### src/rtl/match_burst_monitor_if.sv
// Report channel of the match burst monitor: one held record with a
// valid/ready handshake. The monitor drives the record (master) and the
// consumer drives rpt_ready (slave).
interface match_burst_monitor_if #(
    parameter int unsigned CNT_W = 8,
    parameter int unsigned IDX_W = 8
);
    logic             rpt_valid;
    logic             rpt_ready;
    logic [CNT_W-1:0] rpt_count;
    logic [IDX_W-1:0] rpt_win;

    modport master (
        output rpt_valid,
        output rpt_count,
        output rpt_win,
        input  rpt_ready
    );

    modport slave (
        input  rpt_valid,
        input  rpt_count,
        input  rpt_win,
        output rpt_ready
    );
endinterface

### src/rtl/match_burst_monitor.sv
// Match burst monitor.
// Counts match pulses (z) from an upstream sequence detector inside fixed
// windows of WINDOW cycles. A window whose final hit count reaches THRESH
// produces a report record {count, window index} that is held on a
// valid/ready channel until the consumer takes it. While a record is still
// pending, further qualifying windows are dropped and flagged in the
// sticky ovf bit. A saturating total of all matches and a live alarm for
// the current window are also provided.
module match_burst_monitor #(
    parameter int unsigned WINDOW = 64,
    parameter int unsigned THRESH = 4,
    parameter int unsigned CNT_W  = 8,
    parameter int unsigned IDX_W  = 8
) (
    input  logic                   clk,
    input  logic                   reset,
    input  logic                   z,
    input  logic                   clr,
    match_burst_monitor_if.master  rpt,
    output logic                   alarm,
    output logic [15:0]            total,
    output logic                   ovf
);

    localparam int unsigned       TMR_W    = (WINDOW > 1) ? $clog2(WINDOW) : 1;
    localparam logic [TMR_W-1:0]  TMR_LAST = TMR_W'(WINDOW - 1);
    localparam logic [CNT_W-1:0]  CNT_MAX  = {CNT_W{1'b1}};
    localparam logic [CNT_W-1:0]  CNT_ONE  = {{(CNT_W-1){1'b0}}, 1'b1};
    localparam logic [15:0]       TOT_MAX  = 16'hFFFF;

    typedef enum logic [0:0] {
        ST_EMPTY = 1'b0,
        ST_FULL  = 1'b1
    } state_t;

    // Saturating increment of a window hit count.
    function automatic logic [CNT_W-1:0] sat_inc_cnt(
        input logic [CNT_W-1:0] v,
        input logic             inc
    );
        logic [CNT_W-1:0] r;
        if (inc && (v != CNT_MAX)) begin
            r = v + CNT_ONE;
        end else begin
            r = v;
        end
        return r;
    endfunction

    // Saturating increment of the 16-bit running total.
    function automatic logic [15:0] sat_inc_tot(
        input logic [15:0] v,
        input logic        inc
    );
        logic [15:0] r;
        if (inc && (v != TOT_MAX)) begin
            r = v + 16'd1;
        end else begin
            r = v;
        end
        return r;
    endfunction

    logic [TMR_W-1:0] timer_r;
    logic [IDX_W-1:0] win_idx_r;
    logic [CNT_W-1:0] hits_r;
    logic             alarm_r;
    logic [15:0]      total_r;
    logic             ovf_r;
    state_t           state_r;
    logic             rpt_valid_r;
    logic [CNT_W-1:0] rpt_count_r;
    logic [IDX_W-1:0] rpt_win_r;

    logic             win_end_s;
    logic [CNT_W-1:0] final_s;
    logic             qualify_s;
    logic             drop_s;

    // Window-end detection, the window's final count (including a match
    // landing on the last cycle) and the qualify/drop decisions.
    always_comb begin
        win_end_s = 1'b0;
        final_s   = sat_inc_cnt(hits_r, z);
        qualify_s = 1'b0;
        drop_s    = 1'b0;
        if (timer_r == TMR_LAST) begin
            win_end_s = 1'b1;
        end else begin
            win_end_s = 1'b0;
        end
        if (win_end_s && (32'(final_s) >= THRESH)) begin
            qualify_s = 1'b1;
        end else begin
            qualify_s = 1'b0;
        end
        if ((state_r == ST_FULL) && !rpt.rpt_ready && qualify_s) begin
            drop_s = 1'b1;
        end else begin
            drop_s = 1'b0;
        end
    end

    // Window timer and window index; the index advances on every window end.
    always_ff @(posedge clk or posedge reset) begin
        if (reset) begin
            timer_r   <= '0;
            win_idx_r <= '0;
        end else if (win_end_s) begin
            timer_r   <= '0;
            win_idx_r <= win_idx_r + {{(IDX_W-1){1'b0}}, 1'b1};
        end else begin
            timer_r   <= timer_r + {{(TMR_W-1){1'b0}}, 1'b1};
        end
    end

    // Per-window hit counter and alarm; both restart at window rollover.
    // alarm tracks the updated count so it is high whenever hits >= THRESH.
    always_ff @(posedge clk or posedge reset) begin
        if (reset) begin
            hits_r  <= '0;
            alarm_r <= 1'b0;
        end else if (win_end_s) begin
            hits_r  <= '0;
            alarm_r <= 1'b0;
        end else begin
            hits_r  <= final_s;
            alarm_r <= (32'(final_s) >= THRESH);
        end
    end

    // Running total and sticky overflow; clr wins over a same-cycle match
    // or drop.
    always_ff @(posedge clk or posedge reset) begin
        if (reset) begin
            total_r <= 16'd0;
            ovf_r   <= 1'b0;
        end else if (clr) begin
            total_r <= 16'd0;
            ovf_r   <= 1'b0;
        end else begin
            total_r <= sat_inc_tot(total_r, z);
            if (drop_s) begin
                ovf_r <= 1'b1;
            end
        end
    end

    // Report holding FSM: EMPTY loads on a qualifying window end; FULL holds
    // the record until rpt_ready, reloading in the transfer cycle when a new
    // qualifying window ends at the same time.
    always_ff @(posedge clk or posedge reset) begin
        if (reset) begin
            state_r     <= ST_EMPTY;
            rpt_valid_r <= 1'b0;
            rpt_count_r <= '0;
            rpt_win_r   <= '0;
        end else begin
            case (state_r)
                ST_EMPTY: begin
                    if (qualify_s) begin
                        state_r     <= ST_FULL;
                        rpt_valid_r <= 1'b1;
                        rpt_count_r <= final_s;
                        rpt_win_r   <= win_idx_r;
                    end
                end
                ST_FULL: begin
                    if (rpt.rpt_ready) begin
                        if (qualify_s) begin
                            state_r     <= ST_FULL;
                            rpt_valid_r <= 1'b1;
                            rpt_count_r <= final_s;
                            rpt_win_r   <= win_idx_r;
                        end else begin
                            state_r     <= ST_EMPTY;
                            rpt_valid_r <= 1'b0;
                        end
                    end
                end
                default: begin
                    state_r     <= ST_EMPTY;
                    rpt_valid_r <= 1'b0;
                end
            endcase
        end
    end

    assign rpt.rpt_valid = rpt_valid_r;
    assign rpt.rpt_count = rpt_count_r;
    assign rpt.rpt_win   = rpt_win_r;
    assign alarm         = alarm_r;
    assign total         = total_r;
    assign ovf           = ovf_r;

endmodule
### src/flat_wrapper.sv
// flat-port wrapper written by rule: the top's interface ports become plain ports
module match_burst_monitor_flat 
#(
    parameter int unsigned WINDOW = 64,
    parameter int unsigned THRESH = 4,
    parameter int unsigned CNT_W  = 8,
    parameter int unsigned IDX_W  = 8
)
  (clk, reset, z, clr, alarm, total, ovf, rpt_rpt_valid, rpt_rpt_count, rpt_rpt_win, rpt_rpt_ready);
  match_burst_monitor_if #(.CNT_W(CNT_W), .IDX_W(IDX_W)) rpt_i ();
  input  logic clk;
  input  logic reset;
  input  logic z;
  input  logic clr;
  output logic alarm;
  output logic [15:0] total;
  output logic ovf;
  output wire logic [$bits(rpt_i.rpt_valid)-1:0] rpt_rpt_valid;
  output wire logic [$bits(rpt_i.rpt_count)-1:0] rpt_rpt_count;
  output wire logic [$bits(rpt_i.rpt_win)-1:0] rpt_rpt_win;
  input wire logic [$bits(rpt_i.rpt_ready)-1:0] rpt_rpt_ready;
  assign rpt_rpt_valid = rpt_i.rpt_valid;
  assign rpt_rpt_count = rpt_i.rpt_count;
  assign rpt_rpt_win = rpt_i.rpt_win;
  assign rpt_i.rpt_ready = rpt_rpt_ready;
  match_burst_monitor #(.WINDOW(WINDOW), .THRESH(THRESH), .CNT_W(CNT_W), .IDX_W(IDX_W)) u_core (.clk(clk), .reset(reset), .z(z), .clr(clr), .rpt(rpt_i), .alarm(alarm), .total(total), .ovf(ovf));
endmodule
### config.mk
export PLATFORM = sky130hd
export DESIGN_NAME = match_burst_monitor_flat
export DESIGN_NICKNAME = d
export VERILOG_FILES = /design/src/rtl/match_burst_monitor_if.sv /design/src/rtl/match_burst_monitor.sv /design/src/flat_wrapper.sv
export SDC_FILE = /design/constraint.sdc
export NUM_CORES = 1
export LEC_CHECK = 0
export BUFFER_PORTS_ARGS = -buffer_cell sky130_fd_sc_hd__buf_2
export CAP_MARGIN = 20
export CORE_UTILIZATION = 35
export CTS_CLUSTER_DIAMETER = 40
export DETAILED_ROUTE_END_ITERATION = 10
export RECOVER_POWER = 50
export SYNTH_ARGS = -nofsm -noshare
export SYNTH_HDL_FRONTEND = slang
export SYNTH_SLANG_ARGS = --single-unit
### constraint.sdc
create_clock -name clk -period 2.3 [get_ports clk]
set_input_delay 0.23 -clock clk [delete_from_list [all_inputs] [get_ports clk]]
set_output_delay 0.23 -clock clk [all_outputs]
set_load 0.01 [all_outputs]
==> flow_metrics.env <==
export IMPL_cts_made_buffers=9
export IMPL_syn_nets=259
export IMPL_dp_hpwl_mm=3.832
export IMPL_antenna_cells=0
export IMPL_maxSlewViolCount=0
export IMPL_clock_path_buffers=2
export IMPL_start_util_pct=36.08
export IMPL_drc=0
export IMPL_power_density_nw_per_um2=728.6
export IMPL_wl_per_cell_microns=13.67
export IMPL_synth_distinct_cells=44
export IMPL_first_pass_iters=4
export IMPL_nets=309
export IMPL_ios=40
export IMPL_clock_sinks=58
export IMPL_grt_max_degree=59
export IMPL_die_h_microns=91.25
export IMPL_antenna_left=0
export IMPL_viasPerCell=4.968
export IMPL_ys_top_cells_by_area="dfrtp_1 52%, xnor2_1 6.3%, mux2_4 3.8%, nor2_1 3.2%, nand3_1 3.1%"
export IMPL_synth_top_area_share_pct=52.06
export IMPL_crit_required_ns=2.51
export IMPL_fin_cells=406
export IMPL_yosysMostFrequentCell="dfrtp_1"
export IMPL_synth_commonest_cells="58 x dfrtp_1, 24 x nor2_1, 20 x xnor2_1, 17 x nand3_1, 10 x nand2_1"
export IMPL_max_clock_freq_ghz=0.4517
export IMPL_antenna_found_initial=0
export IMPL_clock_skew_ns=0.009723
export IMPL_grt_pass1_wl_mm=9.604
export IMPL_cp_arrival_ns=2.42
export IMPL_port_buffers=39
export IMPL_fin_crit_sh_pct=96.25
export IMPL_finalSetupViolations=0
export IMPL_cts_root_buffer="clkbuf_8"
export IMPL_syn_area_sq_um=2788
export IMPL_gp_congestion=0.7929
export IMPL_dp_cells=391
export IMPL_clk_pin_slew_worst_paths_ns=0.06
export IMPL_overflow=0
export IMPL_cts_tree="yes"
export IMPL_hold_class="input port to flop"
export IMPL_slew_limit_headroom_pct=5.060
export IMPL_synth_edff_count=0
export IMPL_finalCriticalPeriod_ns=2.214
export IMPL_power_mw=2.402
export IMPL_grt_usage_pct=14.74
export IMPL_die_w_microns=91.25
export IMPL_cts_setup_buffers=0
export IMPL_finalHoldViolCount=0
export IMPL_cap_violations=0
export IMPL_wl_mm=5.548
export IMPL_yosys_register_bits=58
export IMPL_first_iter_violations=90
export IMPL_htreeDepth=3
export IMPL_grt_pass1_vias=1955
export IMPL_worstMarginPinSlew_ns=1.424
export IMPL_synth_main_ff_cell="dfrtp_1"
export IMPL_yosys_warnings=0
export IMPL_synthArstFlopShare_pct=100.0
export IMPL_area_growth_pct=18.27
export IMPL_layout_drive_gt1_share_pct=23.68
export IMPL_clk_latency_ns=0.33
export IMPL_cp_max_fo=12
export IMPL_p_leak_nw=1.516
export IMPL_worst_setup_path_type="flop to flop"
export IMPL_avgSynthCellArea_sq_um=11.15
export IMPL_cp_start_kind="flop"
export IMPL_status="complete, no violations"
export IMPL_core_area_sq_um=7727
export IMPL_postSynthCellCount=250
export IMPL_critPathCaptureType="flop"
export IMPL_vias=2017
export IMPL_synth_largest_area_cell="dfrtp_1"
export IMPL_dieArea_sq_um=8326
export IMPL_yosysSeqAreaShare_pct=52.06
export IMPL_core_rowCount=32
export IMPL_ir_drop_mv=0.2840
export IMPL_hold_buffers=0
[cells by family (layout without fill, tap and decap cells)]
logic type                 Yosys count  in the layout  share of synthesized area (%)
buffers and inverters               19             73                          3.545
xor gates and xnor gates            24             24                          7.540
and+or+nand+nor                     97             97                          18.81
adders and majority gates            4              4                          1.795
DFF                                 58             58                          52.06
muxes                               18             18                          8.034
AOI/OAI and AO/OA                   30             30                          8.214
[state kept, by name (all words and copies together), names as in the netlist]
name and flops:
u_core.win_idx_r 8, u_core.rpt.rpt_win 8, u_core.alarm 1, u_core.rpt.rpt_count 8
u_core.total 16, u_core.ovf 1, u_core.state_r 1, u_core.rpt.rpt_valid 1
u_core.hits_r 8, u_core.timer_r 6
[layout by cell type, fill, tap and decap left out, drive strengths merged, types with 2 or more instances in the layout]
master   Yosys  final
or3          3      3
nor3b        3      3
nor3         9      9
and2         8      8
nand2       10     10
xnor2       20     20
a2111oi      3      3
nor4         4      4
a21oi        7      7
a211oi       5      5
buf          5     33
mux2i        4      4
clkinv       0      3
and4         4      4
and3         5      5
xor2         4      4
nand4        5      5
nor2        24     24
mux2        14     14
clkbuf       6     29
o21ai        6      6
dfrtp       58     58
inv          8      8
ha           4      4
nand3       18     18
nand2b       2      2
[critical path, cell delays in order (launching register included)]
cell and delay, ns:
dfrtp_1 0.41, ha_1 0.26, and4_2 0.27, o311a_4 0.35, o31ai_4 0.28, buf_12 0.19, mux2_2 0.33
[layer usage]
layer  wire length, microns  global-route usage, %  vias to the layer above
met3                    166                  3.853                        8
met5                      0                      0                        -
met4                     87                  5.820                        0
li1                       -                      -                      981
met1                   2670                  20.04                      994
met2                   2624                  22.41                       34
[worst paths after layout]
path	from	endpoint	slack [ns]	cells after the start
max	u_core.hits_r[0]	u_core.rpt.rpt_win[5]	0.09	6
min	rpt_rpt_ready	u_core.rpt.rpt_valid	0.28	4
max reg2reg	u_core.hits_r[0]	u_core.rpt.rpt_win[5]	0.09	6
min reg2reg	u_core.win_idx_r[5]	u_core.win_idx_r[5]	0.48	1
max in group asynchronous	reset	u_core.rpt.rpt_count[2]	1.07	3
min in group asynchronous	reset	u_core.total[11]	0.39	3
[repair_timing]
item	in CTS	in global routing
endpoints found under the hold margin	0	0
endpoints found under the setup margin	0	5
resized for setup	0	2
[stage by stage]
stage	util, %	TNS [ns]	area, sq um	hold WS, ns	worst slack, ns
6_report	42.67	0	3297	0.2814	0.08625
5_1_grt	42.67	-0.004325	3297	0.2929	-0.004325
4_1_cts	42.79	0	3307	0.1230	0.04475
3_5_place_dp	40.59	0	3137	0.4666	0.07254
3_3_place_gp	40.59	0	3137	0.4640	0.1277
2_1_floorplan	-	0	2788	0.4210	0.1295
[where the power goes]
part           internal (mW)  leakage [nW]  switching [mW]
logic                  0.179         0.665           0.235
registers               1.09         0.759          0.0855
clock network          0.438        0.0920           0.373
[area by class of cell]
class / instances / area (sq um)
clock inverter: 3 / 15.01
inverter: 8 / 30.03
timing repair buffer: 50 / 267.8
sequential: 58 / 1451
multi-input combinational: 173 / 1250
fill: 752 / 4431
clock buffer: 12 / 155.1
tap: 102 / 127.6
(Power assumes the default switching activity.)
